`src/rtl/nn_layer_sequencer.sv`:
```
// Layer sequencer for the NN datapath: prefetch, one RUN cycle per layer, drain and capture.
// Define NN_SEQ_ARGMAX_EN to add a lane-serial signed argmax over the captured result.
module nn_layer_sequencer #(
    parameter int NUM_LAYERS = 4,
    parameter int LANES      = 6,
    parameter int LANE_W     = 64,
    parameter int DATA_W     = LANES * LANE_W
) (
    input  logic              clk,
    input  logic              rst,
    input  logic              start,
    input  logic              abort,
    output logic              busy,
    output logic              done,
    output logic [1:0]        layer_no,
    output logic              enable,
    output logic              select_line,
    input  logic [DATA_W-1:0] alu_output_data,
    output logic [DATA_W-1:0] result_data,
    output logic [2:0]        result_class
);

    typedef enum logic [2:0] {
        S_IDLE,
        S_PREFETCH,
        S_RUN,
        S_DRAIN
`ifdef NN_SEQ_ARGMAX_EN
        , S_ARGMAX
`endif
    } state_e;

    localparam logic [1:0] LAST_LAYER = 2'(NUM_LAYERS - 1);
    localparam logic       LAST_SEL   = 1'(NUM_LAYERS > 1);

    state_e              state_q, state_d;
    logic [1:0]          idx_q, idx_d;
    logic                done_q, done_d;
    logic [DATA_W-1:0]   result_q;
    logic                capture;

`ifdef NN_SEQ_ARGMAX_EN
    logic [2:0]               lane_q, lane_d;
    logic [2:0]               best_q, best_d;
    logic [2:0]               class_q, class_d;
    logic signed [LANE_W-1:0] max_q, max_d;
    logic signed [LANE_W-1:0] lane_val;
    logic                     take;

    assign lane_val = $signed(result_q[int'(lane_q) * LANE_W +: LANE_W]);
    // Lane 0 seeds the running maximum; strictly-greater keeps ties on the lowest lane.
    assign take     = (lane_q == 3'd0) || (lane_val > max_q);
    assign result_class = class_q;
`else
    assign result_class = 3'd0;
`endif

    // NOTE: every combinational output gets a default before the case so no path leaves a latch.
    always_comb begin
        state_d     = state_q;
        idx_d       = idx_q;
        done_d      = 1'b0;
        capture     = 1'b0;
        busy        = 1'b0;
        enable      = 1'b0;
        select_line = 1'b0;
        layer_no    = 2'd0;
`ifdef NN_SEQ_ARGMAX_EN
        lane_d  = lane_q;
        best_d  = best_q;
        max_d   = max_q;
        class_d = class_q;
`endif
        case (state_q)
            S_IDLE: begin
                if (start) state_d = S_PREFETCH;
            end
            S_PREFETCH: begin
                busy    = 1'b1;
                idx_d   = 2'd0;
                state_d = S_RUN;
            end
            S_RUN: begin
                busy        = 1'b1;
                enable      = 1'b1;
                select_line = (idx_q != 2'd0);
                layer_no    = (idx_q == LAST_LAYER) ? LAST_LAYER : idx_q + 2'd1;
                if (idx_q == LAST_LAYER) state_d = S_DRAIN;
                else                     idx_d   = idx_q + 2'd1;
            end
            S_DRAIN: begin
                busy        = 1'b1;
                select_line = LAST_SEL;
                layer_no    = LAST_LAYER;
                capture     = 1'b1;
`ifdef NN_SEQ_ARGMAX_EN
                lane_d  = 3'd0;
                state_d = S_ARGMAX;
`else
                done_d  = 1'b1;
                state_d = S_IDLE;
`endif
            end
`ifdef NN_SEQ_ARGMAX_EN
            S_ARGMAX: begin
                busy        = 1'b1;
                select_line = LAST_SEL;
                layer_no    = LAST_LAYER;
                if (take) begin
                    max_d  = lane_val;
                    best_d = lane_q;
                end
                if (lane_q == 3'(LANES - 1)) begin
                    class_d = take ? lane_q : best_q;
                    done_d  = 1'b1;
                    state_d = S_IDLE;
                end else begin
                    lane_d = lane_q + 3'd1;
                end
            end
`endif
            default: state_d = S_IDLE;
        endcase

        if (abort) begin
            state_d = S_IDLE;
            done_d  = 1'b0;
            capture = 1'b0;
`ifdef NN_SEQ_ARGMAX_EN
            class_d = class_q;
`endif
        end
    end

    // NOTE: state registers use non-blocking assignments so every flop samples pre-edge values.
    always_ff @(posedge clk) begin
        if (rst) begin
            state_q  <= S_IDLE;
            idx_q    <= 2'd0;
            done_q   <= 1'b0;
            result_q <= '0;
`ifdef NN_SEQ_ARGMAX_EN
            lane_q  <= 3'd0;
            best_q  <= 3'd0;
            class_q <= 3'd0;
            max_q   <= '0;
`endif
        end else begin
            state_q <= state_d;
            idx_q   <= idx_d;
            done_q  <= done_d;
            if (capture) result_q <= alu_output_data;
`ifdef NN_SEQ_ARGMAX_EN
            lane_q  <= lane_d;
            best_q  <= best_d;
            class_q <= class_d;
            max_q   <= max_d;
`endif
        end
    end

    assign done        = done_q;
    assign result_data = result_q;

endmodule
```
`config.mk`:
```
export PLATFORM = sky130hd
export DESIGN_NAME = nn_layer_sequencer
export DESIGN_NICKNAME = d
export VERILOG_FILES = /design/src/rtl/nn_layer_sequencer.sv
export SDC_FILE = /design/constraint.sdc
export NUM_CORES = 1
export LEC_CHECK = 0
export CORE_AREA = 2 2 306 308
export DETAILED_ROUTE_END_ITERATION = 8
export DIE_AREA = 0 0 308 310
export PLACE_DENSITY = 0.37
export SLEW_MARGIN = 20
export SYNTH_ARGS = -nofsm -noshare
export SYNTH_HDL_FRONTEND = slang
export SYNTH_SLANG_ARGS = --single-unit
```
`constraint.sdc`:
```
create_clock -name clk -period 1.24 [get_ports clk]
set_input_delay 0.248 -clock clk [delete_from_list [all_inputs] [get_ports clk]]
set_output_delay 0.248 -clock clk [all_outputs]
set_load 0.01 [all_outputs]
```
## Yosys cells after proc, flatten, opt, wreduce, memory -nomap -nowiden

Cells that the tools add are included.

| storage, ports and cells | value |
|---|---|
| bits in registers | 390 |
| bits of input ports | 388 |
| output and inout port bits | 393 |
| word-level logic and storage cells | 31 |

| operators by class | value |
|---|---|
| add/sub/neg operators | 1 |
| eq/ne operators | 7 |
| mux-type cells | 12 |
| reductions and logical operators | 7 |

Operators by type and width:

| kind | count |
|---|---|
| $pmux 3 s3 | 1 |
| $pmux 2 s2 | 2 |
| $eq 3x2->1 const B | 2 |
| $mux 3 | 2 |
| $ne 2x2->1 const B | 3 |
| $mux 1 | 4 |
| $mux 2 | 2 |
| $reduce_and 2->1 | 2 |
| $reduce_bool 2->1 | 2 |
| $eq 3x1->1 const B | 1 |
| $logic_not 3->1 | 1 |
| $reduce_or 3->1 | 1 |
| $add 2x1->2 const B | 1 |
| $eq 2x2->1 const B | 1 |
| $pmux 1 s2 | 1 |
| $reduce_or 2->1 | 1 |

## Logic depth before layout (Yosys ltp)

| logic depth | value |
|---|---|
| depth in word-level cells | 3 |
| gate-level depth with buffers | 7 |
| mapped depth without buffers | 5 |

## Least setup slack after synthesis

OpenSTA, ideal clock, no wires.

| timing | value |
|---|---|
| path type | register -> output |
| start point | register state_q[0] |
| end point | output layer_no[1] |
| arrival time | 1,179 ps |
| required time | 992 ps |
| slack | -187 ps |
| stages on the path, launching flop included | 6 |
| buffers on the path | 1 |
| cell sequence | dfxtp_1 > inv_1 > ha_1 > a21oi_1 > a21oi_1 > buf_4 |

| between the ends | value |
|---|---|
| cells in the longest elaborated chain, start to end | 2 |
| elaborated cells on any way between the ends | 3 |
| those cells by class | eq/ne: 2; mux: 1 |

RTL lines:

| element | line | source |
|---|---|---|
| from (decl) | 36 | `state_e state_q, state_d;` |
| from (signal assigned) | 149 | `state_q <= state_d;` |
| $eq 3x2->1 | 74 | `case (state_q)` |
| $pmux 2 s2 * | 74 |  |
| to (decl) | 15 | `output logic [1:0] layer_no,` |

Mark *: on every way between the ends. The rest lies on a longest branch, timed or not.

## Final worst setup path

Same ends and word-level chain as after synthesis.

==> impl_metrics.csv <==
group,metric,value,unit
run_status,outcome,"finished, violations left",
run_status,violations,"negative setup slack",
die,pin_count,781,
detailed_routing,routed-wl-met3,5.839,mm
pwr,total_leakage_power,11.93,nW
logic_synthesis,synth_top_area_cell,"dfxtp_1",
global_routing,grtUsageTotal,14.55,%
clocking,cts_tree,"yes",
global_routing,grt_pass1_wl,103.5,mm
detailed_routing,wl,78.76,mm
setup_path,crit_required,0.99,ns
min_path,min_to,"result_data[354]",
layout,finalCoreUtilization,33.51,%
timing,period_minus_slack,1.800,ns
clocking,cts.sinks,389,
clocking,cts_root_buf,"clkbuf_16",
global_routing,grt_max_degree,44,
logic_synthesis,syn_area,13600,um^2
layout,nFillCells,9509,
logic_synthesis,yosys-top-cells-area,"dfxtp_1, nand2_1, a21oi_1",
placed_design,port_buffers,777,
setup_path,crit_path_max_fanout,4,
detailed_routing,dr_wl_met2,40.50,mm
layout,nets,3040,
global_routing,grt_antenna_before_repair,7,
clocking,insertion_delay,0.61,ns
setup_path,reg2reg_from,"state_q[1]",
min_path,worstHoldPathCells,3,
layout,area_growth,127.9,%
placed_design,place_hpwl,49.71,mm
die,row_count,112,
setup_path,critical_path_class,"reg -> out",
detailed_routing,vias_per_cell,3.979,
logic_synthesis,synthFlopType,"dfxtp_1",
clocking,clkSlewWorstSetupHoldPaths,0.06,ns
timing,rsz0062_at_grt,"true",
run,maxCapViolCount,0,
detailed_routing,postRouteAntennaNets,0,
setup_path,reg2regPathDepth,10,
detailed_routing,drcViolationCount,0,
setup_path,cp-start-kind,"register",
setup_path,endpoint_kind,"output port",
logic_synthesis,ys_ff_latch,389,
die,die_w,308,um
logic_synthesis,yosysTopAreaCellShare,57.25,%
placed_design,gp_congestion,0.7804,
timing,setup_tns,-178.26,ns
layout,finalNonFillerCells,3881,
clocking,h-tree-depth,2,
logic_synthesis,synth.distinct_cells,17,
logic_synthesis,seq_area_frac_synth,57.25,%
timing,setup_viol,778,
pwr,p_per_area,932.0,nW/um^2
logic_synthesis,synth_compound_area_share,14.42,%
global_routing,grt_pass1_vias,15580,
logic_synthesis,syn_avg_cell_area,7.955,um^2
logic_synthesis,synth_cells,1710,
detailed_routing,top_layer_used,"met5",
die,core_area,92490,um^2
logic_synthesis,synth_edf_count,0,
placed_design,numPlacedInstances,3648,
logic_synthesis,muxShareOfSynthArea,0.07358,%
timing,final_max_slew_viol_count,0,
pwr,power,28.89,mW
die,dieArea,95480,um^2
detailed_routing,wl_met1,29.83,mm
detailed_routing,drt_iter0_drc,660,
logic_synthesis,synth_xor_area_share,0,%
clocking,clk_path_buf_depth,3,
logic_synthesis,synth_common_cells,"nand2_1, a21oi_1, dfxtp_1",
die,start_util,14.71,%
setup_path,timing.rr.end,"result_data[314]",
logic_synthesis,synth_top_family_by_area,"simple AND/OR/NAND/NOR gates",
setup_path,r2r_setup_slack,-0.53,ns
detailed_routing,dr.pass1.iters,4,
timing,worst_slack,-0.5601,ns
clocking,cts_buffers,51,
logic_synthesis,synthAdderAreaFrac,0.7358,%
layout,drive_above_1_share,56.83,%
logic_synthesis,ys_warn_count,0,
pwr,peakVddDrop,0.8913,mV
timing,max_freq,555.5,MHz
detailed_routing,vias,15440,
timing,fin_crit_sh,145.2,%
timing,hold_viol,0,
min_path,hold_path_class,"in -> reg",
placed_design,dp_slack,-0.5779,ns
logic_synthesis,async_flop_share,0,%
timing,finClkSkew,0.01286,ns
logic_synthesis,yosys.area_share.simple,21.66,%
min_path,min-delay-start,"alu_output_data[354]",
setup_path,arrival,1.55,ns
die,die_h,310,um
detailed_routing,avgRoutedWirePerCell,20.29,um
global_routing,overflow,0,
logic_synthesis,yosysMostFrequentCell,"nand2_1",
worst max-delay path, cell delays in order, from the launching register on:
cell	delay, ns
dfxtp_4	0.39
inv_4	0.05
ha_4	0.16
a21oi_4	0.16
a21oi_4	0.06
buf_2	0.14
registers in the layout, summed over array words and instances (netlist names):
name	flops
done	1
idx_q	2
result_data	384
state_q	2
cell families (layout without fill, tap and decap cells):
group                    after synthesis  in the layout
flip-flops                           389            389
AO/OA/AOI/OAI                        392            392
adder cells (fa/ha/maj)                8              8
buffers and inverters                139           1105
other                                  1              9
AND/OR/NAND/NOR                      780            780
multiplexers                           1              1
timing repair:
action	in CTS	in global routing
setup buffers	55	40
hold endpoints to repair	15	0
hold buffers	1	0
gates cloned	44	32
gates resized for setup	2663	563
pin swaps	154	257
endpoints found under the setup margin	779	779
worst max path at each step:
stage | from | endpoint | cells after the start
floorplan | state_q[0] | layer_no[1] | 5
global placement | abort | result_data[185] | 6
detailed placement | abort | result_data[137] | 6
CTS | state_q[0] | layer_no[1] | 5
global route | state_q[0] | layer_no[1] | 5
finish | state_q[0] | layer_no[1] | 5
placed cells by master (no fill, tap or decap), types with 63 or more instances in the layout:
| cell type | Yosys | routed |
|---|---|---|
| a21oi_1 | 390 | 189 |
| nand2_2 | 0 | 67 |
| clkdlybuf4s50_1 | 0 | 386 |
| nand2_1 | 770 | 541 |
| buf_12 | 0 | 63 |
| a21oi_2 | 0 | 199 |
| nand2_4 | 0 | 162 |
| clkbuf_16 | 0 | 81 |
| buf_6 | 3 | 411 |
| dfxtp_2 | 0 | 383 |
per-stage QoR:
stage / area (um^2) / hold WS [ns]
final: 30990 / 0.1729
after floorplan: 13680 / 0.3840
after CTS: 28430 / 0.1180
after global routing: 30990 / 0.1422
after detailed placement: 23250 / 0.4464
after global placement: 23250 / 0.4418
per-layer routing:
| metal | up-vias | track usage (%) |
|---|---|---|
| li1 | 7383 | - |
| met3 | 125 | 4.931 |
| met5 | - | 0 |
| met2 | 516 | 26.06 |
| met1 | 7414 | 15.78 |
| met4 | 4 | 5.547 |
cell type report:
class,instances,area [um^2],share of cell area [%]
Clock inverter,9,56.30,0.1817
Antenna cell,6,15.01,0.04844
Inverter,6,25.02,0.08074
Sequential cell,389,8274,26.70
Multi-Input combinational cell,1184,7248,23.39
Tap cell,1197,1498,4.832
Timing Repair Buffer,1012,12360,39.87
Clock buffer,78,1520,4.905
power breakdown:
group          internal (mW)  switching [mW]  total, mW
Clock                   8.35            5.92       14.3
Combinational           1.32           0.755       2.07
Sequential              12.5          0.0228       12.5
Note: power is estimated with default switching activity, not from simulation.
